===== src/rtl/sock_package_dispatcher_pkg.sv =====
// Shared definitions for the sock package dispatcher: package codes, source
// count, dispatcher states and round-robin index helpers.
package sock_pkg_defs;

  localparam int NUM_SRC = 5;

  localparam logic [2:0] PKG_NONE     = 3'd0;
  localparam logic [2:0] PKG_ALG_BAJO = 3'd1;
  localparam logic [2:0] PKG_POL_BAJO = 3'd2;
  localparam logic [2:0] PKG_ACR_BAJO = 3'd3;
  localparam logic [2:0] PKG_ALG_ALTO = 3'd4;
  localparam logic [2:0] PKG_ACR_ALTO = 3'd5;

  typedef enum logic {
    LOAD   = 1'b0,
    DEPART = 1'b1
  } dispatchState_t;

  // Source index reached by stepping k places from base, wrapping 4 -> 0.
  function automatic logic [2:0] srcAt(input logic [2:0] base, input int k);
    return 3'((int'(base) + k) % NUM_SRC);
  endfunction

  function automatic logic [2:0] nextSrc(input logic [2:0] g);
    return (g == 3'(NUM_SRC - 1)) ? 3'd0 : g + 3'd1;
  endfunction

endpackage


===== src/rtl/sock_package_dispatcher_fifo.sv =====
// Parameterised synchronous FIFO holding package codes between the arbiter
// and the truck loader; push and pop may coincide when not empty.
module sock_pkg_fifo #(
  parameter int DEPTH = 4,
  parameter int WIDTH = 3,
  localparam int AW = $clog2(DEPTH)
) (
  input  logic             clk,
  input  logic             reset,
  input  logic             i_push,
  input  logic             i_pop,
  input  logic [WIDTH-1:0] i_data,
  output logic [WIDTH-1:0] o_head,
  output logic             o_full,
  output logic             o_empty,
  output logic [AW:0]      o_level
);

  logic [WIDTH-1:0] r_mem [DEPTH];
  logic [AW-1:0]    r_wrPtr;
  logic [AW-1:0]    r_rdPtr;
  logic [AW:0]      r_level;
  logic             w_doPush;
  logic             w_doPop;

  assign o_full   = (r_level == (AW+1)'(DEPTH));
  assign o_empty  = (r_level == '0);
  assign o_level  = r_level;
  assign o_head   = r_mem[r_rdPtr];
  assign w_doPush = i_push && !o_full;
  assign w_doPop  = i_pop && !o_empty;

  always_ff @(posedge clk) begin
    if (!reset) begin
      r_wrPtr <= '0;
      r_rdPtr <= '0;
      r_level <= '0;
    end else begin
      if (w_doPush) r_wrPtr <= r_wrPtr + 1'b1;
      if (w_doPop)  r_rdPtr <= r_rdPtr + 1'b1;
      if (w_doPush && !w_doPop)      r_level <= r_level + 1'b1;
      else if (!w_doPush && w_doPop) r_level <= r_level - 1'b1;
    end
  end

  // Storage needs no reset: entries are only read once the level covers them.
  always_ff @(posedge clk) begin
    if (reset && w_doPush) r_mem[r_wrPtr] <= i_data;
  end

endmodule


===== src/rtl/sock_package_dispatcher.sv =====
// Collects package-complete pulses from the five sock counters, arbitrates them
// round-robin into a FIFO and hands packages to the truck loader, one truck at a time.
module sock_package_dispatcher
  import sock_pkg_defs::*;
#(
  parameter int FIFO_DEPTH = 4,
  parameter int TRUCK_CAP  = 6
) (
  input  logic                        clk,
  input  logic                        reset,
  input  logic [4:0]                  co,
  input  logic                        pkg_ready,
  input  logic                        truck_depart,
  output logic                        pkg_valid,
  output logic [2:0]                  pkg_code,
  output logic [3:0]                  truck_count,
  output logic                        truck_full,
  output logic [4:0]                  lost,
  output logic [$clog2(FIFO_DEPTH):0] fifo_level
);

  localparam logic [3:0] CAP = 4'(TRUCK_CAP);

  logic [4:0]     r_pending;
  logic [2:0]     r_rrPtr;
  logic [4:0]     r_lost;
  dispatchState_t r_state;
  logic [3:0]     r_truckCount;

  logic [4:0] w_grant;
  logic [2:0] w_grantIdx;
  logic       w_grantAny;
  logic       w_fifoFull;
  logic       w_fifoEmpty;
  logic [2:0] w_head;
  logic       w_transfer;

  // First pending source at or after the round-robin pointer, only while the FIFO has room.
  always_comb begin
    w_grantAny = 1'b0;
    w_grantIdx = '0;
    for (int k = 0; k < NUM_SRC; k++) begin
      if (!w_grantAny && !w_fifoFull && r_pending[srcAt(r_rrPtr, k)]) begin
        w_grantAny = 1'b1;
        w_grantIdx = srcAt(r_rrPtr, k);
      end
    end
    w_grant = w_grantAny ? (5'b00001 << w_grantIdx) : 5'b00000;
  end

  always_ff @(posedge clk) begin
    if (!reset) begin
      r_pending <= '0;
      r_rrPtr   <= '0;
      r_lost    <= '0;
    end else begin
      r_pending <= (r_pending & ~w_grant) | co;
      r_lost    <= r_lost | (co & r_pending & ~w_grant);
      if (w_grantAny) r_rrPtr <= nextSrc(w_grantIdx);
    end
  end

  sock_pkg_fifo #(
    .DEPTH (FIFO_DEPTH),
    .WIDTH (3)
  ) u_fifo (
    .clk     (clk),
    .reset   (reset),
    .i_push  (w_grantAny),
    .i_pop   (w_transfer),
    .i_data  (w_grantIdx + 3'd1),
    .o_head  (w_head),
    .o_full  (w_fifoFull),
    .o_empty (w_fifoEmpty),
    .o_level (fifo_level)
  );

  assign pkg_valid   = (r_state == LOAD) && !w_fifoEmpty;
  assign pkg_code    = pkg_valid ? w_head : PKG_NONE;
  assign w_transfer  = pkg_valid && pkg_ready;
  assign truck_count = r_truckCount;
  assign truck_full  = (r_state == DEPART);
  assign lost        = r_lost;

  // The transfer that fills the truck also switches to DEPART, so issue stops immediately.
  always_ff @(posedge clk) begin
    if (!reset) begin
      r_state      <= LOAD;
      r_truckCount <= '0;
    end else begin
      case (r_state)
        LOAD: begin
          if (w_transfer && r_truckCount != CAP) begin
            r_truckCount <= r_truckCount + 4'd1;
            if (r_truckCount + 4'd1 == CAP) r_state <= DEPART;
          end
        end
        DEPART: begin
          if (truck_depart) begin
            r_truckCount <= '0;
            r_state      <= LOAD;
          end
        end
        default: r_state <= LOAD;
      endcase
    end
  end

endmodule


===== config.mk =====
export PLATFORM = sky130hd
export DESIGN_NAME = sock_package_dispatcher
export DESIGN_NICKNAME = d
export VERILOG_FILES = /design/src/rtl/sock_package_dispatcher_pkg.sv /design/src/rtl/sock_package_dispatcher_fifo.sv /design/src/rtl/sock_package_dispatcher.sv
export SDC_FILE = /design/constraint.sdc
export NUM_CORES = 1
export LEC_CHECK = 0
export BUFFER_PORTS_ARGS = -buffer_cell sky130_fd_sc_hd__buf_2
export CORE_ASPECT_RATIO = 0.8
export CORE_UTILIZATION = 50
export CTS_BUF_LIST = sky130_fd_sc_hd__clkbuf_4 sky130_fd_sc_hd__clkbuf_8 sky130_fd_sc_hd__clkbuf_16
export DETAILED_ROUTE_END_ITERATION = 8
export PLACE_DENSITY_LB_ADDON = 0.08
export SLEW_MARGIN = 40
export SYNTH_ARGS = -nofsm -noshare
export SYNTH_HDL_FRONTEND = slang
export SYNTH_SLANG_ARGS = --single-unit

===== constraint.sdc =====
create_clock -name clk -period 6.5 [get_ports clk]
set_clock_uncertainty 0.15 [all_clocks]
set_input_delay 1.625 -clock clk [delete_from_list [all_inputs] [get_ports clk]]
set_output_delay 1.625 -clock clk [all_outputs]
set_load 0.05 [all_outputs]

==> tab_implementation.tex, run 1 <==
\begin{tabular}{lr}
\hline
Metric & Value \\
\hline
\multicolumn{2}{l}{\textbf{Status}} \\
Run status & finished, final reports clean \\
\multicolumn{2}{l}{\textbf{Clocking}} \\
Insertion delay of the later-clocked pin in the worst-skew pair & 0.29 ns \\
Buffers from clock root to sink, at most & 2 \\
Depth of the CTS H-tree & 2 \\
Clock tree from TritonCTS & yes \\
Number of gates resized after cts & 0 \\
Number of buffers inserted by post-CTS setup repair & 0 \\
Number of buffers added to fix hold violations after cts & 0 \\
Master cell of the clock root buffer & sky130\_fd\_sc\_hd\_\_clkbuf\_8 \\
Sink Count & 39 \\
Clock transition at the registers of the reported paths & 0.08 ns \\
TritonCTS Buffers & 5 \\
\multicolumn{2}{l}{\textbf{STA}} \\
Setup repair after global routing missed its margin & false \\
Ratio of final minimum period to clock period & 82.57\% \\
Accumulated negative setup slack & 0 ns \\
Transition time of the tightest slew-check pin & 0.7277 ns \\
Total of endpoints with negative setup slack in the final report & 0 \\
Clock period minus worst slack & 5.367 ns \\
Pins over their slew limit & 0 \\
Max-slew headroom & 51.42\% \\
Achievable frequency & 0.1863 GHz \\
Final hold vios & 0 \\
\multicolumn{2}{l}{\textbf{Synthesis}} \\
Number of standard cells after synthesis & 401 \\
Sequential fraction of the synthesis area & 25.30\% \\
Register bit total from synthesis & 39 \\
Fraction of registers with async set/reset & 0\% \\
Distinct cells, synth & 89 \\
Count of flip-flops with a built-in enable after synthesis & 12 \\
Total nets after synthesis & 439 \\
Average size of a mapped cell & 8.880 µm² \\
Dominant synthesized flop cell & sky130\_fd\_sc\_hd\_\_dfxtp\_1 \\
Count of yosys warnings during synthesis & 0 \\
Mapped Area & 3561 µm² \\
\multicolumn{2}{l}{\textbf{Place}} \\
Number of buffers inserted by port buffering & 25 \\
Final weighted congestion in routability-driven placement & 0.9048 \\
Half-perimeter wire length of the detailed placement result & 6536 µm \\
\multicolumn{2}{l}{\textbf{Global route}} \\
Number of global-route vias before repair & 2814 \\
Routing usage on met1 & 37.36\% \\
Met3 Use GR & 5.882\% \\
First-pass GRT wire length & 14410 µm \\
Global routing usage summed across all routing layers & 24.69\% \\
GRT overflow & 0 \\
Fraction of met2 tracks used by global routing & 35.32\% \\
Largest net degree at the start of global routing & 23 \\
Initial antenna violation count & 0 \\
Global route hottest layer & met1 \\
\multicolumn{2}{l}{\textbf{Setup path}} \\
Setup CP Type & register to register \\
Critical path endpoint category & register \\
Worst-path maximum fanout & 16 \\
Cell repeated most along the worst path & sky130\_fd\_sc\_hd\_\_ha\_1 \\
Critical Path Source Type & register \\
Master of the slowest instance on the critical path & sky130\_fd\_sc\_hd\_\_dfxtp\_1 \\
Arrival time worst endpoint & 5.41 ns \\
Number of cell instances on the worst register-to-register path & 18 \\
Max stage delay on crit path & 0.69 ns \\
Reg-to-reg slack, setup & 1.13 ns \\
CP cell instances & inv\_4 -> ha\_1 -> or3\_1 -> ha\_1 -> nand2b\_1 -> a32o\_1 -> nor2\_1 -> nand4\_1 -> mux2i\_1 -> or2\_1 -> a2bb2oi\_1 -> o211ai\_1 -> a211oi\_4 -> inv\_1 -> ha\_1 -> ha\_1 -> inv\_1 -> a41o\_1 \\
Worst endpoint required time & 6.54 ns \\
\multicolumn{2}{l}{\textbf{Drt}} \\
Remaining routing DRC violations & 0 \\
Final wirelength & 8581 µm \\
Detailed-routing iteration count for the pre-antenna-repair pass & 6 \\
Antenna Nets Post-Route & 0 \\
Vias & 3034 \\
Mean routed wirelength per cell & 17.03 µm \\
Via count normalized by instance count & 6.020 \\
Violation count after the first detailed-routing iteration & 228 \\
\multicolumn{2}{l}{\textbf{Min path}} \\
Number of cells on the worst hold path & 1 \\
Hold/Removal Path Class & register to register \\
\multicolumn{2}{l}{\textbf{Floorplanning}} \\
Core ar. & 6892 µm² \\
Starting density of the core & 51.67\% \\
Area enclosed by the die boundary & 7465 µm² \\
Top Ports & 26 \\
Die Height & 77.48 µm \\
Horiz. Die Dim & 96.35 µm \\
Standard-cell row count & 27 \\
\multicolumn{2}{l}{\textbf{Final layout}} \\
Layout cells sized above 1 & 18.47\% \\
Fillcell total & 656 \\
Commonest cells after routing, fill and taps aside & 30 x sky130\_fd\_sc\_hd\_\_nand2\_1, 28 x sky130\_fd\_sc\_hd\_\_ha\_1, 27 x sky130\_fd\_sc\_hd\_\_nor2\_1, 27 x sky130\_fd\_sc\_hd\_\_dfxtp\_1, 25 x sky130\_fd\_sc\_hd\_\_buf\_2 \\
Relative area change from synthesis to final layout & 6.852\% \\
Area occupied by registers & 900.9 µm² \\
Commonest non-fill, non-tap cell in the layout & sky130\_fd\_sc\_hd\_\_nand2\_1 \\
Diode insertion count for antenna repair & 0 \\
Final Net Count & 454 \\
Multi-input logic area & 2457 µm² \\
\multicolumn{2}{l}{\textbf{Run}} \\
Max-cap violations & 0 \\
\hline
\end{tabular}
-- worst max-delay path, delay by kind of cell, from the launching register on --
family	cells	cell delay, ns
simple gates	5	1.33
compound gates	5	1.22
fa+ha+maj	4	1.31
flops	1	0.69
buf+inv	3	0.33
mux	1	0.22
-- layout make-up --
| type | count | share of cell area [%] |
|---|---|---|
| Clock inverter | 3 | 1.151 |
| Inverter | 20 | 2.039 |
| Clock buffer | 5 | 1.809 |
| Sequential cell | 39 | 23.68 |
| Tap cell | 87 | 2.861 |
| Multi-Input combinational cell | 322 | 64.58 |
| Timing Repair Buffer | 28 | 3.880 |
-- synth_stat cells, drive strengths merged, types with 4 or more instances --
master	number	area, µm²
or3	4	30.03
inv	20	77.58
nand2	32	130.1
a41o	4	41.29
mux4	4	90.09
xor2	6	52.55
nand3	16	80.08
dfxtp	27	540.5
a211oi	7	70.07
clkbuf	5	18.77
xnor2	8	88.84
nand3b	5	41.29
o211ai	4	30.03
buf	15	106.3
nor3	13	70.07
nor2b	10	62.56
nand2b	6	37.54
and3	9	56.30
a21oi	24	150.2
ha	28	350.3
a2bb2oi	4	35.03
nor2	27	101.4
nand4	8	71.32
o21ai	14	73.82
or3b	4	35.04
o21a	9	67.56
or2	5	33.79
and2	10	62.56
mux2i	14	140.1
edfxtp	12	360.4
-- path summary, 6_finish.rpt --
path                   start         end
hold / removal       lost[0]     lost[0]
hold reg to reg      lost[0]     lost[0]
setup / recovery  r_rrPtr[1]  r_rrPtr[2]
setup reg to reg  r_rrPtr[1]  r_rrPtr[2]
-- layer usage --
metal | wire length, µm | vias to the layer above
li1 | - | 1502
met2 | 3628 | 71
met1 | 4472 | 1456
met5 | 0 | -
met3 | 449 | 5
met4 | 30 | 0
-- per-stage QoR --
| step | util, % | worst slack [ns] | instances | hold slack (ns) | instance area (µm²) |
|---|---|---|---|---|---|
| finish | 55.21 | 1.133 | 504 | 0.3254 | 3805 |
| global route | 55.21 | 0.7230 | 504 | 0.3578 | 3805 |
| CTS | 55.21 | 1.146 | 504 | 0.3272 | 3805 |
| detailed placement | 53.58 | 1.170 | 496 | 0.3072 | 3692 |
| global placement | 53.58 | 1.199 | 496 | 0.2957 | 3692 |
| floorplan | - | 1.461 | 401 | 0.3347 | 3561 |
-- kinds of logic (layout without fill, tap and decap cells) --
| family | Yosys count | after routing | share of synthesized area (%) |
|---|---|---|---|
| muxes | 20 | 20 | 7.203 |
| AOI/OAI and AO/OA | 102 | 102 | 22.49 |
| and+or+nand+nor | 157 | 157 | 24.95 |
| buffers and inverters | 40 | 56 | 5.692 |
| adders and majority gates | 29 | 29 | 10.40 |
| xor gates and xnor gates | 14 | 14 | 3.971 |
| DFF | 39 | 39 | 25.30 |
-- registers in the layout, indices dropped and copies added, names as in the netlist, named ones only --
register        cells
u_fifo.r_mem       12
truck_full          1
u_fifo.r_rdPtr      2
r_pending           5
lost                5
u_fifo.o_level      3
r_rrPtr             3
truck_count         4
u_fifo.r_wrPtr      2
Power of run 1 is left out: the tool's default activity adds up to more than one toggle a clock period on the data nets, which glitch-free logic cannot reach.
==> run 2: changes to the inputs <==
ABC_AREA = 1   (was not set)
clock period = 4.8 ns   (was 6.5 ns; I/O delays follow)
==> tab_implementation.tex, run 2 <==
\begin{tabular}{lr}
\hline
Metric & Value \\
\hline
\multicolumn{2}{l}{\textbf{Status}} \\
Run status & finished, final reports clean \\
\multicolumn{2}{l}{\textbf{Clocking}} \\
Number of buffers added to fix hold violations after cts & 0 (unchanged) \\
Clock tree from TritonCTS & yes \\
Master cell of the clock root buffer & sky130\_fd\_sc\_hd\_\_clkbuf\_8 \\
Sink Count & 39 (unchanged) \\
Depth of the CTS H-tree & 2 (unchanged) \\
Buffers from clock root to sink, at most & 2 (unchanged) \\
Clock transition at the registers of the reported paths & 0.08 ns (about the same) \\
TritonCTS Buffers & 5 (unchanged) \\
Insertion delay of the later-clocked pin in the worst-skew pair & 0.29 ns (about the same) \\
\multicolumn{2}{l}{\textbf{Synthesis}} \\
Fraction of registers with async set/reset & 0\% (unchanged) \\
List of most frequent post-synthesis cells & 79 x sky130\_fd\_sc\_hd\_\_nand2\_1, 75 x sky130\_fd\_sc\_hd\_\_inv\_1, 44 x sky130\_fd\_sc\_hd\_\_nor2\_1 \\
Most used standard cell by instance count after synthesis & sky130\_fd\_sc\_hd\_\_nand2\_1 \\
Largest family of logic cells by synthesized area & simple AND/OR/NAND/NOR gates \\
Xor-xnor portion of the synthesized cell area & 2.147\% (-1.8 points) \\
Adder-Cell Fraction of Synth Area & 11.55\% (+1.2 points) \\
Number of standard cells after synthesis & 444 (+11\%) \\
Distinct cells, synth & 40 (-55\%) \\
Post-synthesis cell type with the largest combined area & sky130\_fd\_sc\_hd\_\_dfxtp\_1 \\
Count of yosys warnings during synthesis & 0 (unchanged) \\
Average size of a mapped cell & 7.220 µm² (-19\%) \\
Simple-gate area share of the yosys netlist & 33.02\% (+8.1 points) \\
Total nets after synthesis & 482 (+9.8\%) \\
Register bit total from synthesis & 39 (unchanged) \\
Sequential fraction of the synthesis area & 28.10\% (+2.8 points) \\
Share of synthesized area spent on multiplexers & 0\% (-7.2 points) \\
Mapped Area & 3206 µm² (-10\%) \\
Post-synth top area share & 16.86\% (+1.7 points) \\
Dominant synthesized flop cell & sky130\_fd\_sc\_hd\_\_dfxtp\_1 \\
Share of the synthesized area in compound gates (AO/OA/AOI/OAI) & 14.01\% (-8.5 points) \\
Count of flip-flops with a built-in enable after synthesis & 12 (unchanged) \\
Ranking of synthesized cells by area & sky130\_fd\_sc\_hd\_\_dfxtp\_1 17\%, sky130\_fd\_sc\_hd\_\_edfxtp\_1 11\%, sky130\_fd\_sc\_hd\_\_ha\_1 11\%, sky130\_fd\_sc\_hd\_\_nand2\_1 9.3\%, sky130\_fd\_sc\_hd\_\_inv\_1 8.8\% \\
\multicolumn{2}{l}{\textbf{Setup path}} \\
Critical path endpoint category & register \\
Worst path buffer plus inverter count & 9 (+6) \\
Setup CP Type & register to register \\
Master of the slowest instance on the critical path & sky130\_fd\_sc\_hd\_\_dfxtp\_1 \\
Origin of the critical flop-to-flop path & r\_rrPtr[0] \\
Number of cell instances on the worst register-to-register path & 29 (+11) \\
Arrival time worst endpoint & 4.44 ns (-0.97 ns) \\
Max stage delay on crit path & 0.39 ns (-0.30 ns) \\
Worst endpoint required time & 4.87 ns (-1.67 ns) \\
Reg-to-reg slack, setup & 0.44 ns (-0.70 ns) \\
Capturing point of the worst reg2reg path & r\_rrPtr[2] \\
Worst-path maximum fanout & 10 (-6) \\
Critical Path Source Type & register \\
Top delay family on crit path & adder cells \\
\multicolumn{2}{l}{\textbf{Final layout}} \\
Final Net Count & 514 (+13\%) \\
Diode insertion count for antenna repair & 0 (unchanged) \\
Commonest non-fill, non-tap cell in the layout & sky130\_fd\_sc\_hd\_\_nand2\_1 \\
Number of flip-flops under the largest register name & 12 (unchanged) \\
Commonest cells after routing, fill and taps aside & 79 x sky130\_fd\_sc\_hd\_\_nand2\_1, 71 x sky130\_fd\_sc\_hd\_\_inv\_1, 43 x sky130\_fd\_sc\_hd\_\_nor2\_1, 28 x sky130\_fd\_sc\_hd\_\_ha\_1, 26 x sky130\_fd\_sc\_hd\_\_dfxtp\_1 \\
Register with the most flip-flops & u\_fifo.r\_mem \\
Relative area change from synthesis to final layout & 11.63\% \\
Layout cells sized above 1 & 23.27\% (+4.8 points) \\
\multicolumn{2}{l}{\textbf{Drt}} \\
Detailed-routing iteration count for the pre-antenna-repair pass & 5 (-1) \\
Remaining routing DRC violations & 0 (unchanged) \\
Final wirelength & 7050 µm (-18\%) \\
Via count normalized by instance count & 5.133 (-15\%) \\
Mean routed wirelength per cell & 12.63 µm (-26\%) \\
Antenna Nets Post-Route & 0 (unchanged) \\
Vias & 2864 (-5.6\%) \\
Violation count after the first detailed-routing iteration & 150 (-34\%) \\
\multicolumn{2}{l}{\textbf{Min path}} \\
End point of the most critical hold path & lost[4] \\
Number of cells on the worst hold path & 2 (+1) \\
Hold/Removal Path Class & register to register \\
Beginning of the worst hold path & lost[4] \\
\multicolumn{2}{l}{\textbf{Global route}} \\
Largest net degree at the start of global routing & 16 (-30\%) \\
First-pass GRT wire length & 12080 µm (-16\%) \\
GRT overflow & 0 (unchanged) \\
Number of global-route vias before repair & 2547 (-9.5\%) \\
Initial antenna violation count & 0 (unchanged) \\
Global routing usage summed across all routing layers & 22.76\% (-1.9 points) \\
\multicolumn{2}{l}{\textbf{STA}} \\
Setup repair after global routing missed its margin & false \\
Pins over their slew limit & 0 (unchanged) \\
Max-slew headroom & 56.27\% (+4.8 points) \\
Transition time of the tightest slew-check pin & 0.6504 ns (-0.07729 ns) \\
Ratio of final minimum period to clock period & 90.90\% (+8.3 points) \\
Final hold vios & 0 (unchanged) \\
Clock period minus worst slack & 4.363 ns (-1.004 ns) \\
Achievable frequency & 0.2292 GHz (+23\%) \\
Total of endpoints with negative setup slack in the final report & 0 (unchanged) \\
Accumulated negative setup slack & 0 ns (unchanged) \\
\multicolumn{2}{l}{\textbf{Floorplanning}} \\
Starting density of the core & 53.10\% (+1.4 points) \\
Standard-cell row count & 25 (-7.4\%) \\
Horiz. Die Dim & 91.52 µm (-5.0\%) \\
Core ar. & 6037 µm² (-12\%) \\
Die Height & 73.62 µm (-5.0\%) \\
Top Ports & 26 (unchanged) \\
Area enclosed by the die boundary & 6737 µm² (-9.8\%) \\
\multicolumn{2}{l}{\textbf{Place}} \\
Number of buffers inserted by port buffering & 25 (unchanged) \\
Half-perimeter wire length of the detailed placement result & 5533 µm (-15\%) \\
Final weighted congestion in routability-driven placement & 0.9735 (+7.6\%) \\
\multicolumn{2}{l}{\textbf{Run}} \\
Max-cap violations & 0 (unchanged) \\
\hline
\end{tabular}
run 2: final cells by class:
class,count,area [µm²]
inverters,84,326.6
repair buffers,29,155.1
flip-flops and latches,39,904.6
fillers,550,2459
multi-input cells,317,1954
clock buffers,6,76.32
well taps,81,101.3
clock inverters,2,60.06
run 2: worst min-delay path, cell delays in order, from the launching register on:
cell,delay (ns)
sky130_fd_sc_hd__dfxtp_1,0.31
sky130_fd_sc_hd__inv_1,0.05
sky130_fd_sc_hd__a21oi_1,0.05
run 2: logic make-up (layout without fill, tap and decap cells):
group           Yosys count  after routing
xor+xnor                  7              7
simple gates            208            208
compound gates           73             73
fa+ha+maj                29             29
buf+inv                  88            121
flops                    39             39
run 2: worst max-delay path by stage:
| stage | startpoint | endpoint | slack (ns) | cells after the start |
|---|---|---|---|---|
| after CTS | r_rrPtr[1] | r_rrPtr[2] | 0.21 | 29 |
| final | r_rrPtr[0] | r_rrPtr[2] | 0.44 | 29 |
| after detailed placement | r_rrPtr[1] | r_rrPtr[2] | 0.23 | 29 |
| after global routing | r_rrPtr[0] | r_rrPtr[2] | 0.02 | 30 |
| after floorplan | r_rrPtr[0] | r_rrPtr[2] | 0.80 | 30 |
| after global placement | r_rrPtr[1] | r_rrPtr[2] | 0.39 | 29 |
run 2: repair_timing:
item                       in CTS  in global routing
setup endpoints to repair       0                 23
setup buffers                   0                  2
resized for setup               0                  8
run 2: stage by stage:
stage                     cells  utilization [%]  hold slack [ns]  setup WS (ns)  instance area, µm²
after detailed placement    548            56.56           0.2945         0.2319                3415
after global placement      548            56.48           0.2868         0.3934                3410
after CTS                   556            58.82           0.3058         0.2081                3551
final                       558            59.27           0.3025         0.4366                3578
after global routing        558            59.27           0.3366        0.02258                3578
after floorplan             444                -           0.2987         0.7972                3206
run 2: metal layers:
metal  vias to the layer above  part of all wire [%]  track usage, %
li1                       1500                     -               -
met1                      1302                    55           35.16
met2                        58                    40           33.25
met3                         4                   4.7           3.934
met4                         0                  0.40           3.704
met5                         -                     0               0
Power of run 2 is left out for the same reason.
==> run 3: changes to the inputs <==
BUFFER_PORTS_ARGS = not set   (was -buffer_cell sky130_fd_sc_hd__buf_2)
DONT_BUFFER_PORTS = 1   (was not set)
clock period = 5.3 ns   (was 4.8 ns; I/O delays follow)
==> tab_implementation.tex, run 3 (synthesis results as in run 2) <==
\begin{tabular}{lr}
\hline
Metric & Value \\
\hline
\multicolumn{2}{l}{\textbf{Clocking}} \\
Number of gates resized after cts & 0 (unchanged) \\
TritonCTS Buffers & 5 (unchanged) \\
Buffers from clock root to sink, at most & 2 (unchanged) \\
Number of buffers added to fix hold violations after cts & 0 (unchanged) \\
Clock transition at the registers of the reported paths & 0.08 ns (about the same) \\
Number of buffers inserted by post-CTS setup repair & 0 (unchanged) \\
Master cell of the clock root buffer & sky130\_fd\_sc\_hd\_\_clkbuf\_8 \\
Sink Count & 39 (unchanged) \\
Insertion delay of the later-clocked pin in the worst-skew pair & 0.30 ns (about the same) \\
Depth of the CTS H-tree & 2 (unchanged) \\
Clock tree from TritonCTS & yes \\
\multicolumn{2}{l}{\textbf{STA}} \\
Transition time of the tightest slew-check pin & 0.7013 ns (+0.05089 ns) \\
Clock period minus worst slack & 4.637 ns (+0.2736 ns) \\
Achievable frequency & 0.2157 GHz (-5.9\%) \\
Ratio of final minimum period to clock period & 87.49\% (-3.4 points) \\
Total of endpoints with negative setup slack in the final report & 0 (unchanged) \\
Max-slew headroom & 53.18\% (-3.1 points) \\
Accumulated negative setup slack & 0 ns (unchanged) \\
Pins over their slew limit & 0 (unchanged) \\
Final hold vios & 0 (unchanged) \\
Setup repair after global routing missed its margin & false \\
\multicolumn{2}{l}{\textbf{Global route}} \\
Number of global-route vias before repair & 2518 (-1.1\%) \\
Global routing usage summed across all routing layers & 21.85\% (-0.91 points) \\
Largest net degree at the start of global routing & 16 (unchanged) \\
First-pass GRT wire length & 11650 µm (-3.5\%) \\
Initial antenna violation count & 0 (unchanged) \\
GRT overflow & 0 (unchanged) \\
\multicolumn{2}{l}{\textbf{Drt}} \\
Top layer in use & met4 \\
Mean routed wirelength per cell & 12.79 µm (+1.2\%) \\
Violation count after the first detailed-routing iteration & 157 (+4.7\%) \\
Detailed-routing iteration count for the pre-antenna-repair pass & 4 (-1) \\
Vias & 2686 (-6.2\%) \\
Routed length on met3 & 350 µm (+5.1\%) \\
Final wirelength & 6778 µm (-3.9\%) \\
Met1 wire length & 3580 µm (-6.8\%) \\
Met2 wire length & 2773 µm (-2.5\%) \\
Remaining routing DRC violations & 0 (unchanged) \\
Antenna Nets Post-Route & 0 (unchanged) \\
Via count normalized by instance count & 5.068 (-1.3\%) \\
\multicolumn{2}{l}{\textbf{Floorplanning}} \\
Area enclosed by the die boundary & 6737 µm² (unchanged) \\
Core ar. & 6037 µm² (unchanged) \\
Standard-cell row count & 25 (unchanged) \\
Horiz. Die Dim & 91.52 µm (unchanged) \\
Starting density of the core & 53.10\% (unchanged) \\
Die Height & 73.62 µm (unchanged) \\
Top Ports & 26 (unchanged) \\
\multicolumn{2}{l}{\textbf{Setup path}} \\
Number of cell instances on the worst register-to-register path & 25 (-14\%) \\
Worst endpoint required time & 5.33 ns (+0.46 ns) \\
Critical path endpoint category & register \\
Critical Path Source Type & register \\
Startpoint of the worst setup timing path & r\_rrPtr[1] \\
Reg-to-reg slack, setup & 0.66 ns (+0.23 ns) \\
Critical path destination & u\_fifo.o\_level[1] \\
Setup CP Type & register to register \\
Arrival time worst endpoint & 4.67 ns (+0.23 ns) \\
Origin of the critical flop-to-flop path & r\_rrPtr[1] \\
Worst-path maximum fanout & 11 (+1) \\
Capturing point of the worst reg2reg path & u\_fifo.o\_level[1] \\
\multicolumn{2}{l}{\textbf{Final layout}} \\
Relative area change from synthesis to final layout & 5.660\% \\
Register with the most flip-flops & u\_fifo.r\_mem \\
Fillcell total & 592 (+7.6\%) \\
Layout cells sized above 1 & 18.04\% (-5.2 points) \\
Commonest cells after routing, fill and taps aside & 79 x sky130\_fd\_sc\_hd\_\_nand2\_1, 75 x sky130\_fd\_sc\_hd\_\_inv\_1, 44 x sky130\_fd\_sc\_hd\_\_nor2\_1, 28 x sky130\_fd\_sc\_hd\_\_ha\_1, 27 x sky130\_fd\_sc\_hd\_\_dfxtp\_1 \\
Commonest non-fill, non-tap cell in the layout & sky130\_fd\_sc\_hd\_\_nand2\_1 \\
Final Net Count & 486 (-5.4\%) \\
Diode insertion count for antenna repair & 0 (unchanged) \\
Number of flip-flops under the largest register name & 12 (unchanged) \\
\multicolumn{2}{l}{\textbf{Min path}} \\
Beginning of the worst hold path & u\_fifo.r\_rdPtr[0] \\
Hold/Removal Path Class & register to register \\
\multicolumn{2}{l}{\textbf{Place}} \\
Half-perimeter wire length of the detailed placement result & 5450 µm (-1.5\%) \\
Number of buffers inserted by port buffering & 0 (-100\%) \\
Final weighted congestion in routability-driven placement & 0.9707 (-0.29\%) \\
\multicolumn{2}{l}{\textbf{Status}} \\
Run status & finished, final reports clean \\
\multicolumn{2}{l}{\textbf{Run}} \\
Max-cap violations & 0 (unchanged) \\
\hline
\end{tabular}
-- run 3: changes by cell type in the layout (fill, tap and decap cells not counted), moves of 2 or more --
cell                        change
sky130_fd_sc_hd__buf_2         -25
sky130_fd_sc_hd__a21oi_2        +3
sky130_fd_sc_hd__a21oi_1        -3
sky130_fd_sc_hd__buf_4          -3
sky130_fd_sc_hd__inv_2          -3
sky130_fd_sc_hd__bufinv_16      -2
sky130_fd_sc_hd__inv_1          +4
-- run 3: how the worst min path moves through the flow --
| stage | to | slack [ns] | cells past startpoint |
|---|---|---|---|
| global placement | u_fifo.r_rdPtr[0] | 0.32 | 2 |
| finish | u_fifo.r_rdPtr[0] | 0.34 | 2 |
| floorplan | register | 0.30 | 2 |
| global route | u_fifo.r_rdPtr[0] | 0.36 | 2 |
| detailed placement | u_fifo.r_rdPtr[0] | 0.32 | 2 |
| CTS | u_fifo.r_rdPtr[0] | 0.33 | 2 |
-- run 3: layout make-up --
| class | instances | area, µm² | share of cell area, % |
|---|---|---|---|
| Multi-Input combinational cell | 317 | 1968 | 58.11 |
| Tap cell | 81 | 101.3 | 2.992 |
| Clock buffer | 5 | 68.82 | 2.032 |
| Inverter | 84 | 320.3 | 9.457 |
| Sequential cell | 39 | 900.9 | 26.60 |
| Timing Repair Buffer | 1 | 7.507 | 0.2216 |
| Clock inverter | 3 | 20.02 | 0.5911 |
-- run 3: routing by layer --
| metal | vias to the layer above | track usage (%) |
|---|---|---|
| met3 | 9 | 4.244 |
| met4 | 0 | 5.291 |
| met2 | 53 | 33.08 |
| li1 | 1431 | - |
| met5 | - | 0 |
| met1 | 1193 | 31.91 |
-- run 3: metrics by stage --
stage	cells	util [%]	setup slack [ns]	hold WS, ns	cell area (µm²)
6_report	530	56.10	0.6630	0.3351	3387
5_1_grt	530	56.10	0.1109	0.3647	3387
4_1_cts	530	56.10	0.6703	0.3343	3387
3_5_place_dp	522	54.63	0.6990	0.3229	3298
3_3_place_gp	522	54.28	0.7427	0.3164	3277
2_1_floorplan	444	-	1.297	0.2987	3206
-- run 3: critical path, cell delays in order, from the launching register on --
cell and delay [ns]:
sky130_fd_sc_hd__dfxtp_1 0.47, sky130_fd_sc_hd__inv_1 0.21, sky130_fd_sc_hd__ha_1 0.26, sky130_fd_sc_hd__inv_1 0.08, sky130_fd_sc_hd__ha_1 0.26, sky130_fd_sc_hd__inv_1 0.14, sky130_fd_sc_hd__ha_1 0.16, sky130_fd_sc_hd__inv_1 0.04
sky130_fd_sc_hd__ha_1 0.26, sky130_fd_sc_hd__inv_1 0.05, sky130_fd_sc_hd__a21oi_1 0.09, sky130_fd_sc_hd__nor2_1 0.19, sky130_fd_sc_hd__nand2_1 0.09, sky130_fd_sc_hd__nand2_1 0.08, sky130_fd_sc_hd__nand2_1 0.08, sky130_fd_sc_hd__nor2_1 0.16
sky130_fd_sc_hd__nand3_1 0.09, sky130_fd_sc_hd__nand3_1 0.09, sky130_fd_sc_hd__nand4_2 0.13, sky130_fd_sc_hd__nor2_4 0.26, sky130_fd_sc_hd__clkinv_1 0.24, sky130_fd_sc_hd__ha_1 0.24, sky130_fd_sc_hd__inv_1 0.10, sky130_fd_sc_hd__fa_1 0.41
sky130_fd_sc_hd__o21ai_0 0.14, sky130_fd_sc_hd__a21oi_1 0.05
Power of run 3 is left out for the same reason.
